===== config.mk =====
export PLATFORM = sky130hd
export DESIGN_NAME = plot_arbiter_flat
export DESIGN_NICKNAME = d
export VERILOG_FILES = /design/src/rtl/plot_arbiter_if.sv /design/src/rtl/plot_arbiter.sv /design/src/flat_wrapper.sv
export SDC_FILE = /design/constraint.sdc
export NUM_CORES = 1
export LEC_CHECK = 0
export BUFFER_PORTS_ARGS = -buffer_cell sky130_fd_sc_hd__buf_2
export CORE_ASPECT_RATIO = 1.25
export CORE_UTILIZATION = 41
export CTS_CLUSTER_SIZE = 10
export DETAILED_ROUTE_END_ITERATION = 16
export HOLD_SLACK_MARGIN = 0.06
export PLACE_DENSITY = 0.67
export SETUP_SLACK_MARGIN = 0.5
export SLEW_MARGIN = 10
export SYNTH_ARGS = -nofsm -noshare
export SYNTH_HDL_FRONTEND = slang
export SYNTH_SLANG_ARGS = --single-unit

===== constraint.sdc =====
create_clock -name clk -period 2.43 [get_ports clk]
set_clock_uncertainty 0.1 [all_clocks]
set_input_delay 0.1215 -clock clk [delete_from_list [all_inputs] [get_ports clk]]
set_output_delay 0.1215 -clock clk [all_outputs]
set_load 0.005 [all_outputs]

===== src/rtl/plot_arbiter_if.sv =====
// -----------------------------------------------------------------------------
// plot_arbiter_if
// Bundles the two requester ports and the VGA write port of plot_arbiter.
//
// Signals (names follow the external pin list of the arbiter):
//   req0/req1        requester asks for the VGA write port (held for a burst)
//   x0/x1 (8)        requester pixel x coordinate
//   y0/y1 (7)        requester pixel y coordinate
//   colour0/1 (3)    requester pixel colour
//   plot0/plot1      requester pixel valid, honoured only while granted
//   gnt0/gnt1        requester currently owns the write port
//   vga_x/vga_y/vga_colour/vga_plot   registered write port to the VGA adapter
//   pix_count (15)   pixels written since reset (saturating)
//   clip_count (8)   off-screen pixels dropped since reset (saturating)
//
// Modports:
//   master : requester / environment side
//   slave  : arbiter side
// -----------------------------------------------------------------------------
interface plot_arbiter_if;
   logic        req0;
   logic [7:0]  x0;
   logic [6:0]  y0;
   logic [2:0]  colour0;
   logic        plot0;
   logic        gnt0;

   logic        req1;
   logic [7:0]  x1;
   logic [6:0]  y1;
   logic [2:0]  colour1;
   logic        plot1;
   logic        gnt1;

   logic [7:0]  vga_x;
   logic [6:0]  vga_y;
   logic [2:0]  vga_colour;
   logic        vga_plot;
   logic [14:0] pix_count;
   logic [7:0]  clip_count;

   modport master (
      output req0, x0, y0, colour0, plot0,
      output req1, x1, y1, colour1, plot1,
      input  gnt0, gnt1,
      input  vga_x, vga_y, vga_colour, vga_plot,
      input  pix_count, clip_count
   );

   modport slave (
      input  req0, x0, y0, colour0, plot0,
      input  req1, x1, y1, colour1, plot1,
      output gnt0, gnt1,
      output vga_x, vga_y, vga_colour, vga_plot,
      output pix_count, clip_count
   );
endinterface


===== src/rtl/plot_arbiter.sv =====
// -----------------------------------------------------------------------------
// plot_arbiter
// Two-requester round-robin arbiter for a single VGA adapter write port.
// A requester holds reqk high for a whole burst; once granted it keeps the port
// until it drops reqk (no preemption). Ownership always passes through IDLE,
// so there is at least one idle cycle between owners. Ties in IDLE go to the
// requester that was not served last (requester 0 wins the first tie).
//
// Accepted pixels (granted and plotk=1) are forwarded to the VGA port with one
// cycle of latency. Off-screen pixels (x>=160 or y>=120) are dropped and
// counted in clip_count; on-screen pixels pulse vga_plot and are counted in
// pix_count. Both counters saturate.
//
// Ports:
//   clk  : single clock, rising edge
//   rst  : synchronous, active-high reset
//   bus  : plot_arbiter_if.slave (requesters, grants, VGA port, counters)
// -----------------------------------------------------------------------------
module plot_arbiter (
   input  logic          clk,
   input  logic          rst,
   plot_arbiter_if.slave bus
);

   localparam logic [7:0] X_LIMIT = 8'd160;
   localparam logic [6:0] Y_LIMIT = 7'd120;

   typedef enum logic [1:0] {
      IDLE = 2'd0,
      OWN0 = 2'd1,
      OWN1 = 2'd2
   } state_t;

   state_t      state_q, state_d;
   logic        last_q, last_d;   // requester served most recently
   logic        gnt0_q, gnt1_q;

   logic [7:0]  vga_x_q, vga_x_d;
   logic [6:0]  vga_y_q, vga_y_d;
   logic [2:0]  vga_colour_q, vga_colour_d;
   logic        vga_plot_q, vga_plot_d;
   logic [14:0] pix_count_q, pix_count_d;
   logic [7:0]  clip_count_q, clip_count_d;

   logic        accept;
   logic        on_screen;
   logic [7:0]  sel_x;
   logic [6:0]  sel_y;
   logic [2:0]  sel_colour;

   function automatic logic [14:0] sat_inc_pix(input logic [14:0] v);
      return (v == 15'h7FFF) ? v : v + 15'd1;
   endfunction

   function automatic logic [7:0] sat_inc_clip(input logic [7:0] v);
      return (v == 8'hFF) ? v : v + 8'd1;
   endfunction

   // ------------------------------------------------------------------
   // Arbitration FSM: next state and last-served bookkeeping
   // ------------------------------------------------------------------
   always_comb begin
      state_d = state_q;
      last_d  = last_q;
      case (state_q)
         IDLE: begin
            if (bus.req0 && bus.req1) begin
               // Round-robin tie break: favour whoever was not served last.
               state_d = last_q ? OWN0 : OWN1;
            end else if (bus.req0) begin
               state_d = OWN0;
            end else if (bus.req1) begin
               state_d = OWN1;
            end
         end
         OWN0: begin
            if (!bus.req0) begin
               state_d = IDLE;
               last_d  = 1'b0;
            end
         end
         OWN1: begin
            if (!bus.req1) begin
               state_d = IDLE;
               last_d  = 1'b1;
            end
         end
         default: begin
            state_d = IDLE;
         end
      endcase
   end

   // ------------------------------------------------------------------
   // Pixel acceptance and write-port next state
   // ------------------------------------------------------------------
   always_comb begin
      accept     = 1'b0;
      sel_x      = bus.x0;
      sel_y      = bus.y0;
      sel_colour = bus.colour0;
      if (state_q == OWN0) begin
         accept = bus.plot0;
      end else if (state_q == OWN1) begin
         accept     = bus.plot1;
         sel_x      = bus.x1;
         sel_y      = bus.y1;
         sel_colour = bus.colour1;
      end

      on_screen = (sel_x < X_LIMIT) && (sel_y < Y_LIMIT);

      // Coordinates and colour hold their last written value between pixels.
      vga_plot_d   = accept && on_screen;
      vga_x_d      = vga_x_q;
      vga_y_d      = vga_y_q;
      vga_colour_d = vga_colour_q;
      pix_count_d  = pix_count_q;
      clip_count_d = clip_count_q;

      if (vga_plot_d) begin
         vga_x_d      = sel_x;
         vga_y_d      = sel_y;
         vga_colour_d = sel_colour;
         pix_count_d  = sat_inc_pix(pix_count_q);
      end

      if (accept && !on_screen) begin
         clip_count_d = sat_inc_clip(clip_count_q);
      end
   end

   // ------------------------------------------------------------------
   // Registers. Reset clears every output, so a pixel presented in a
   // reset cycle is dropped and never reaches the VGA port.
   // ------------------------------------------------------------------
   always_ff @(posedge clk) begin
      if (rst) begin
         state_q      <= IDLE;
         last_q       <= 1'b1;
         gnt0_q       <= 1'b0;
         gnt1_q       <= 1'b0;
         vga_x_q      <= '0;
         vga_y_q      <= '0;
         vga_colour_q <= '0;
         vga_plot_q   <= 1'b0;
         pix_count_q  <= '0;
         clip_count_q <= '0;
      end else begin
         state_q      <= state_d;
         last_q       <= last_d;
         // Grants are registered copies of the next state so they change
         // on the same edge as the state register.
         gnt0_q       <= (state_d == OWN0);
         gnt1_q       <= (state_d == OWN1);
         vga_x_q      <= vga_x_d;
         vga_y_q      <= vga_y_d;
         vga_colour_q <= vga_colour_d;
         vga_plot_q   <= vga_plot_d;
         pix_count_q  <= pix_count_d;
         clip_count_q <= clip_count_d;
      end
   end

   assign bus.gnt0       = gnt0_q;
   assign bus.gnt1       = gnt1_q;
   assign bus.vga_x      = vga_x_q;
   assign bus.vga_y      = vga_y_q;
   assign bus.vga_colour = vga_colour_q;
   assign bus.vga_plot   = vga_plot_q;
   assign bus.pix_count  = pix_count_q;
   assign bus.clip_count = clip_count_q;

endmodule


===== src/flat_wrapper.sv =====
// flat-port wrapper written by rule: the top's interface ports become plain ports
module plot_arbiter_flat 
  (clk, rst, bus_req0, bus_x0, bus_y0, bus_colour0, bus_plot0, bus_req1, bus_x1, bus_y1, bus_colour1, bus_plot1, bus_gnt0, bus_gnt1, bus_vga_x, bus_vga_y, bus_vga_colour, bus_vga_plot, bus_pix_count, bus_clip_count);
  plot_arbiter_if bus_i ();
  input  logic clk;
  input  logic rst;
  input wire logic [$bits(bus_i.req0)-1:0] bus_req0;
  input wire logic [$bits(bus_i.x0)-1:0] bus_x0;
  input wire logic [$bits(bus_i.y0)-1:0] bus_y0;
  input wire logic [$bits(bus_i.colour0)-1:0] bus_colour0;
  input wire logic [$bits(bus_i.plot0)-1:0] bus_plot0;
  input wire logic [$bits(bus_i.req1)-1:0] bus_req1;
  input wire logic [$bits(bus_i.x1)-1:0] bus_x1;
  input wire logic [$bits(bus_i.y1)-1:0] bus_y1;
  input wire logic [$bits(bus_i.colour1)-1:0] bus_colour1;
  input wire logic [$bits(bus_i.plot1)-1:0] bus_plot1;
  output wire logic [$bits(bus_i.gnt0)-1:0] bus_gnt0;
  output wire logic [$bits(bus_i.gnt1)-1:0] bus_gnt1;
  output wire logic [$bits(bus_i.vga_x)-1:0] bus_vga_x;
  output wire logic [$bits(bus_i.vga_y)-1:0] bus_vga_y;
  output wire logic [$bits(bus_i.vga_colour)-1:0] bus_vga_colour;
  output wire logic [$bits(bus_i.vga_plot)-1:0] bus_vga_plot;
  output wire logic [$bits(bus_i.pix_count)-1:0] bus_pix_count;
  output wire logic [$bits(bus_i.clip_count)-1:0] bus_clip_count;
  assign bus_i.req0 = bus_req0;
  assign bus_i.x0 = bus_x0;
  assign bus_i.y0 = bus_y0;
  assign bus_i.colour0 = bus_colour0;
  assign bus_i.plot0 = bus_plot0;
  assign bus_i.req1 = bus_req1;
  assign bus_i.x1 = bus_x1;
  assign bus_i.y1 = bus_y1;
  assign bus_i.colour1 = bus_colour1;
  assign bus_i.plot1 = bus_plot1;
  assign bus_gnt0 = bus_i.gnt0;
  assign bus_gnt1 = bus_i.gnt1;
  assign bus_vga_x = bus_i.vga_x;
  assign bus_vga_y = bus_i.vga_y;
  assign bus_vga_colour = bus_i.vga_colour;
  assign bus_vga_plot = bus_i.vga_plot;
  assign bus_pix_count = bus_i.pix_count;
  assign bus_clip_count = bus_i.clip_count;
  plot_arbiter u_core (.clk(clk), .rst(rst), .bus(bus_i));
endmodule

Word-level counts from Yosys, hierarchy flattened --
Cells that the tools add are included. Widths: inputs -> output; s select.
Cells by class: eq/ne operators 8, shift operators 0, div/mod/pow operators 0, multipliers 0, reductions and logical operators 10, mux-type cells 18, bitwise operators 2, $add $sub $neg 2, magnitude comparators 2
Operators with widths (number):
- $mux 8 | 2
- $add 15x1->15 const B | 1
- $eq 15x15->1 const B | 1
- $mux 7 | 2
- $mux 2 | 6
- $add 8x1->8 const B | 1
- $eq 8x8->1 const B | 1
- $lt 8x8->1 const B | 1
- $lt 7x7->1 const B | 1
- $mux 3 | 2
- $pmux 2 s3 | 1
- $eq 2x1->1 const B | 2
- $eq 2x2->1 const B | 2
- $logic_and 1x1->1 | 4
- $mux 1 | 4
- $ne 2x2->1 const B | 2
- $reduce_and 2->1 | 2
- $reduce_and 3->1 | 1
- $logic_not 2->1 | 1
- $not 1->1 | 2
- $pmux 1 s2 | 1
- $reduce_bool 2->1 | 1
- $logic_not 1->1 | 1
Word-level totals: memories kept 0, output and inout port bits 44, ROM bits 0, word-level logic and storage cells 52, register bits after elaboration 47, bits in writable memories 0, bits of input ports 42, bits in latches 0

Longest topological paths before layout --
depth in word-level cells 8, depth in mapped cells 8, mapped depth without buffers 6

Worst setup path before layout --
Ideal clock, no wire load.
path type register to register, start point register u_core.state_q[0], end point register u_core.pix_count_q[5], in the netlist u_core.bus.pix_count[5], buffers on the path 1, data required time 2.209 ns, setup time 0.121 ns, period minus slack after synthesis 2.206 ns, path slack 0.224 ns, arrival time 1.985 ns, cell stages (with the launch flop) 7, path through dfxtp_1 -> and2b_4 -> mux2_2 -> a211o_1 -> buf_2 -> nor4_1 -> mux2_2
On the way: cells in the longest elaborated chain, start to end 7, elaborated cells between the ends (all ways) 13, those cells by class order compare: 2; eq/ne: 2; mux: 6; reduce/logical: 3
RTL lines:
- from (decl) | line plot_arbiter.sv:34 | state_t state_q, state_d;
- from (signal assigned) | line plot_arbiter.sv:150 | state_q <= state_d;
- $eq 2x2->1 | line plot_arbiter.sv:104 | end else if (state_q == OWN1) begin
- $mux 8 or $mux 7 (tied branches) | line plot_arbiter.sv:104
- $mux 8 or $mux 7 (tied branches) | line plot_arbiter.sv:102 | if (state_q == OWN0) begin
- $lt 8x8->1 or $lt 7x7->1 (tied branches) | line plot_arbiter.sv:111 | on_screen = (sel_x < X_LIMIT) && (sel_y < Y_LIMIT);
- $logic_and 1x1->1 | line plot_arbiter.sv:111
- $logic_and 1x1->1 * | line plot_arbiter.sv:114 | vga_plot_d = accept && on_screen;
- $reduce_and 2->1 (no line) *
- to (signal assigned) | line plot_arbiter.sv:160 | pix_count_q <= pix_count_d;
- to (decl) | line plot_arbiter.sv:42 | logic [14:0] pix_count_q, pix_count_d;
Mark *: on every way between the ends. The rest lies on a longest branch, timed or not. A chain may end at the register's enable or synchronous reset.

Worst setup path in the final report --
start point register u_core.state_q[0], end point register u_core.pix_count_q[6], in the netlist u_core.bus.pix_count[6]
The elaborated chain is that of the path after synthesis.

==> results.txt <==
For this run, the share of the core covered by cells in the final layout is 0.676. Counting flops and latches in the post-synthesis netlist gives 47. The path depth of the worst reg2reg path is 5. The number of nets in the finished design came out at 419. The via count of the first global-routing pass came out at 2267.

The post-synthesis instance total is 255. The post-detailed-placement cell area came out at 2780 sq um. The share of total power dissipated in the clock network is 0.298. After clock tree synthesis, the clock-pin slew on the worst setup and hold paths is 80 ps. The ratio of final minimum period to clock period came out at 0.887. In this run the worst path has a maximum fanout of 5. The average wire per standard cell came out at 15.4 um. The placeable core region came out at 5190 sq um. Before antenna repair, the detailed router went through 5 iterations. The placer congestion estimate is 0.763. The number of setup violations in the final report is 0. The number of buffer cells added on primary ports is 85.

In the synthesized netlist the dominant register cell turns out to be dfxtp_1. The vertical die dimension is 84.7 um. The max-slew violation count came to 0. The worst register-to-register path begins at u_core.state_q[0]$_SDFF_PP0_. The fraction of synthesis flops using an asynchronous set or reset pin is 0. Entering global routing, the biggest net connects 53 pins. The switching power share of the total is 0.259. The total die area is 5770 sq um. The count of flip-flops with a built-in enable after synthesis is 0. The end of the worst register-to-register path is u_core.bus.pix_count[6]$_SDFFE_PP0P_. The overall global routing resource usage is 0.238. The longest clock path from root to sink contains 2 buffers. The violation count after the first detailed-route iteration came out at 94. The classification of the worst setup path is reg -> reg. The critical path data required time is 2560 ps.

The type of element launching the critical path is a flip-flop. The synthesis warning total is 0. The count of clock tree sinks came out at 47. Prior to clock tree synthesis, the placed netlist has a worst setup slack of 76.8 ps.

The run finished with clean final reports. The post-synthesis net count came out at 299. The minimum clock period came out at 2160 ps. The number of antenna-violating nets in the routed design is 0. The worst setup path is captured at a flip-flop. The path with the worst hold slack has its endpoint at u_core.bus.vga_x[4]$_SDFFE_PP0P_. The post-detailed-placement half-perimeter wirelength is 3.85 mm. The sum of overflow across all layers after global routing is 0. The internal power is 1.18 mW. The accumulated negative setup slack is 0 ps. The type of the tightest min-delay check is in -> reg.

The ratio of routed vias to standard cells is 5.56. In this run the power spent charging and discharging nets is 0.413 mW. TritonCTS built the clock tree. The number of library cell types mapped by synthesis is 39. The part of the total power dissipated in combinational logic came out at 0.196. The share of cells above drive strength 1 is 0.464. The worst-skew pair later-pin latency came out at 300 ps. The worst slack on hold paths came out at 57.0 ps. In this run the most critical hold path is launched from bus_x0[4].

The actual slew at the worst max-slew pin came out at 1010 ps. The detailed-route via count is 2428. In this run the clock root is driven by a clkbuf_8. The tightest slew margin relative to the limit is 0.328.

The max-capacitance violation count came out at 0. The number of hold violations in the final report came out at 0. Counting the buffers created by CTS gives 5. The floorplan has 29 rows.

Summing every instance area after synthesis gives 2240 sq um. The growth of design area from synthesis to finish came out at 56.4%. The average cell area after synthesis is 8.80 sq um. The number of instances on the worst hold path came out at 3. The post-synthesis sequential area ratio came out at 0.419. After layout, the worst setup slack is 274 ps. The number of I/O pins is 86. The total inserted antenna cells is 0. Setup repair after global routing could not meet its margin everywhere. The total power per unit cell area is 455 nW/um^2. The level count of the clock H-tree came out at 2.

The worst register-to-register path has a setup slack of 270 ps. Summing all non-filler instances in the final layout gives an area of 3510 sq um. The reported leakage power came out at 1.39 nW.

The part of the total power dissipated in sequential elements came out at 0.507. The initial antenna violation count came out at 0. The critical path arrival came out at 2280 ps. The initial standard-cell utilization of the core is 0.432. The total detailed-routing wirelength is 6.72 mm.

The largest vdd supply drop came out at 0.268 mV. The remaining design rule violation count came out at 0. The maximum clock frequency came out at 464 MHz. The wire length of the first global-routing pass came out at 10.6 mm. The die boundary width came out at 68.2 um.
-- cell usage after synthesis, types with 2 or more instances --
cell type  number  area share
o21ai_0         6       0.013
mux2_2          5       0.025
nand3_1         9       0.020
or3_1           2      0.0056
mux2i_1        19       0.085
clkbuf_1       16       0.027
dfxtp_1        47        0.42
or4b_1          2      0.0089
nor4b_1         2      0.0078
nand4_1         7       0.020
nand2_1         7       0.012
a211oi_1       18       0.060
nand2b_1        2      0.0056
ha_1            2       0.011
nor3_1          6       0.013
nor2b_1         4       0.011
or4_1          11       0.037
nor2_1         33       0.055
a21oi_1        21       0.047
o31ai_1        10       0.033
nor4_1          3      0.0084
inv_1           5      0.0084
a311oi_1        2      0.0078
-- routing by layer --
layer	vias to the layer above	GRT usage	part of all wire
met4	0	0.0890	0.014
met3	9	0.0476	0.055
met5	-	0	0
met1	1135	0.288	0.42
li1	1201	-	-
met2	83	0.401	0.51
-- power by group through the flow --
stage               Combinational (mW)  Clock (mW)  Sequential [mW]
finish                           0.312       0.476            0.810
global route                     0.339       0.521            0.813
CTS                              0.299       0.483            0.809
detailed placement               0.193           0            0.828
global placement                 0.192           0            0.827
floorplan                        0.111           0            0.830
-- cell type report --
type,count,area (sq um)
Sequential cell,47,943
Multi-Input combinational cell,188,1500
Inverter,5,18.8
Fill cell,424,1680
Clock buffer,6,82.6
Timing Repair Buffer,128,878
Tap cell,62,77.6
Clock inverter,1,5.00
-- sequential cells by signal, summed over array words and instances (netlist names) --
signal,flops
u_core.bus.clip_count,8
u_core.bus.gnt0,1
u_core.bus.gnt1,1
u_core.bus.pix_count,15
u_core.bus.vga_colour,3
u_core.bus.vga_plot,1
u_core.bus.vga_x,8
u_core.bus.vga_y,7
u_core.last_q,1
u_core.state_q,2
-- metrics by stage --
step           total power, mW  cells
6_report                  1.60    437
5_1_grt                   1.67    437
4_1_cts                   1.59    434
3_5_place_dp              1.02    393
3_3_place_gp              1.02    393
2_1_floorplan            0.941    255
-- cell families after synthesis --
group,synth area share
and+or+nand+nor,0.229
AOI/OAI and AO/OA,0.189
DFF,0.419
muxes,0.110
buffers and inverters,0.0424
adders and majority gates,0.0112
-- what timing repair did --
item,in CTS,in global routing
gates resized for setup,57,17
pin swaps,26,8
hold buffers,3,1
endpoints found under the setup margin,42,41
buffers inserted,22,2
endpoints found under the hold margin,4,1
gates cloned,9,0
-- cell usage in the layout, fill, tap and decap left out, types with 9 or more instances in the layout --
| cell | Yosys | layout |
|---|---|---|
| buf_6 | 1 | 16 |
| a211oi_1 | 18 | 15 |
| nor2_1 | 33 | 32 |
| a21oi_1 | 21 | 14 |
| buf_4 | 0 | 18 |
| nand3_1 | 9 | 9 |
| mux2i_1 | 19 | 17 |
| dfxtp_1 | 47 | 45 |
| buf_2 | 1 | 85 |
| or4_1 | 11 | 9 |
-- worst max path at each step --
stage	from	to	slack [ps]	depth (start not counted)
global placement	u_core.state_q[1]$_SDFF_PP0_	u_core.bus.pix_count[5]$_SDFFE_PP0P_	120	5
CTS	u_core.state_q[0]$_SDFF_PP0_	u_core.bus.pix_count[5]$_SDFFE_PP0P_	260	5
floorplan	u_core.state_q[0]$_SDFF_PP0_	u_core.bus.pix_count[5]$_SDFFE_PP0P_	290	6
global route	u_core.state_q[0]$_SDFF_PP0_	u_core.bus.pix_count[4]$_SDFFE_PP0P_	210	7
finish	u_core.state_q[0]$_SDFF_PP0_	u_core.bus.pix_count[6]$_SDFFE_PP0P_	270	5
detailed placement	u_core.state_q[1]$_SDFF_PP0_	u_core.bus.pix_count[5]$_SDFFE_PP0P_	80	5
-- worst max-delay path: stages, from the launching register on --
cell and delay [ps]:
dfxtp_2 320, and2b_4 290, mux2_4 360, a211o_4 380
or4b_4 490, a21oi_2 140
Power figures use the tool's default switching activity.
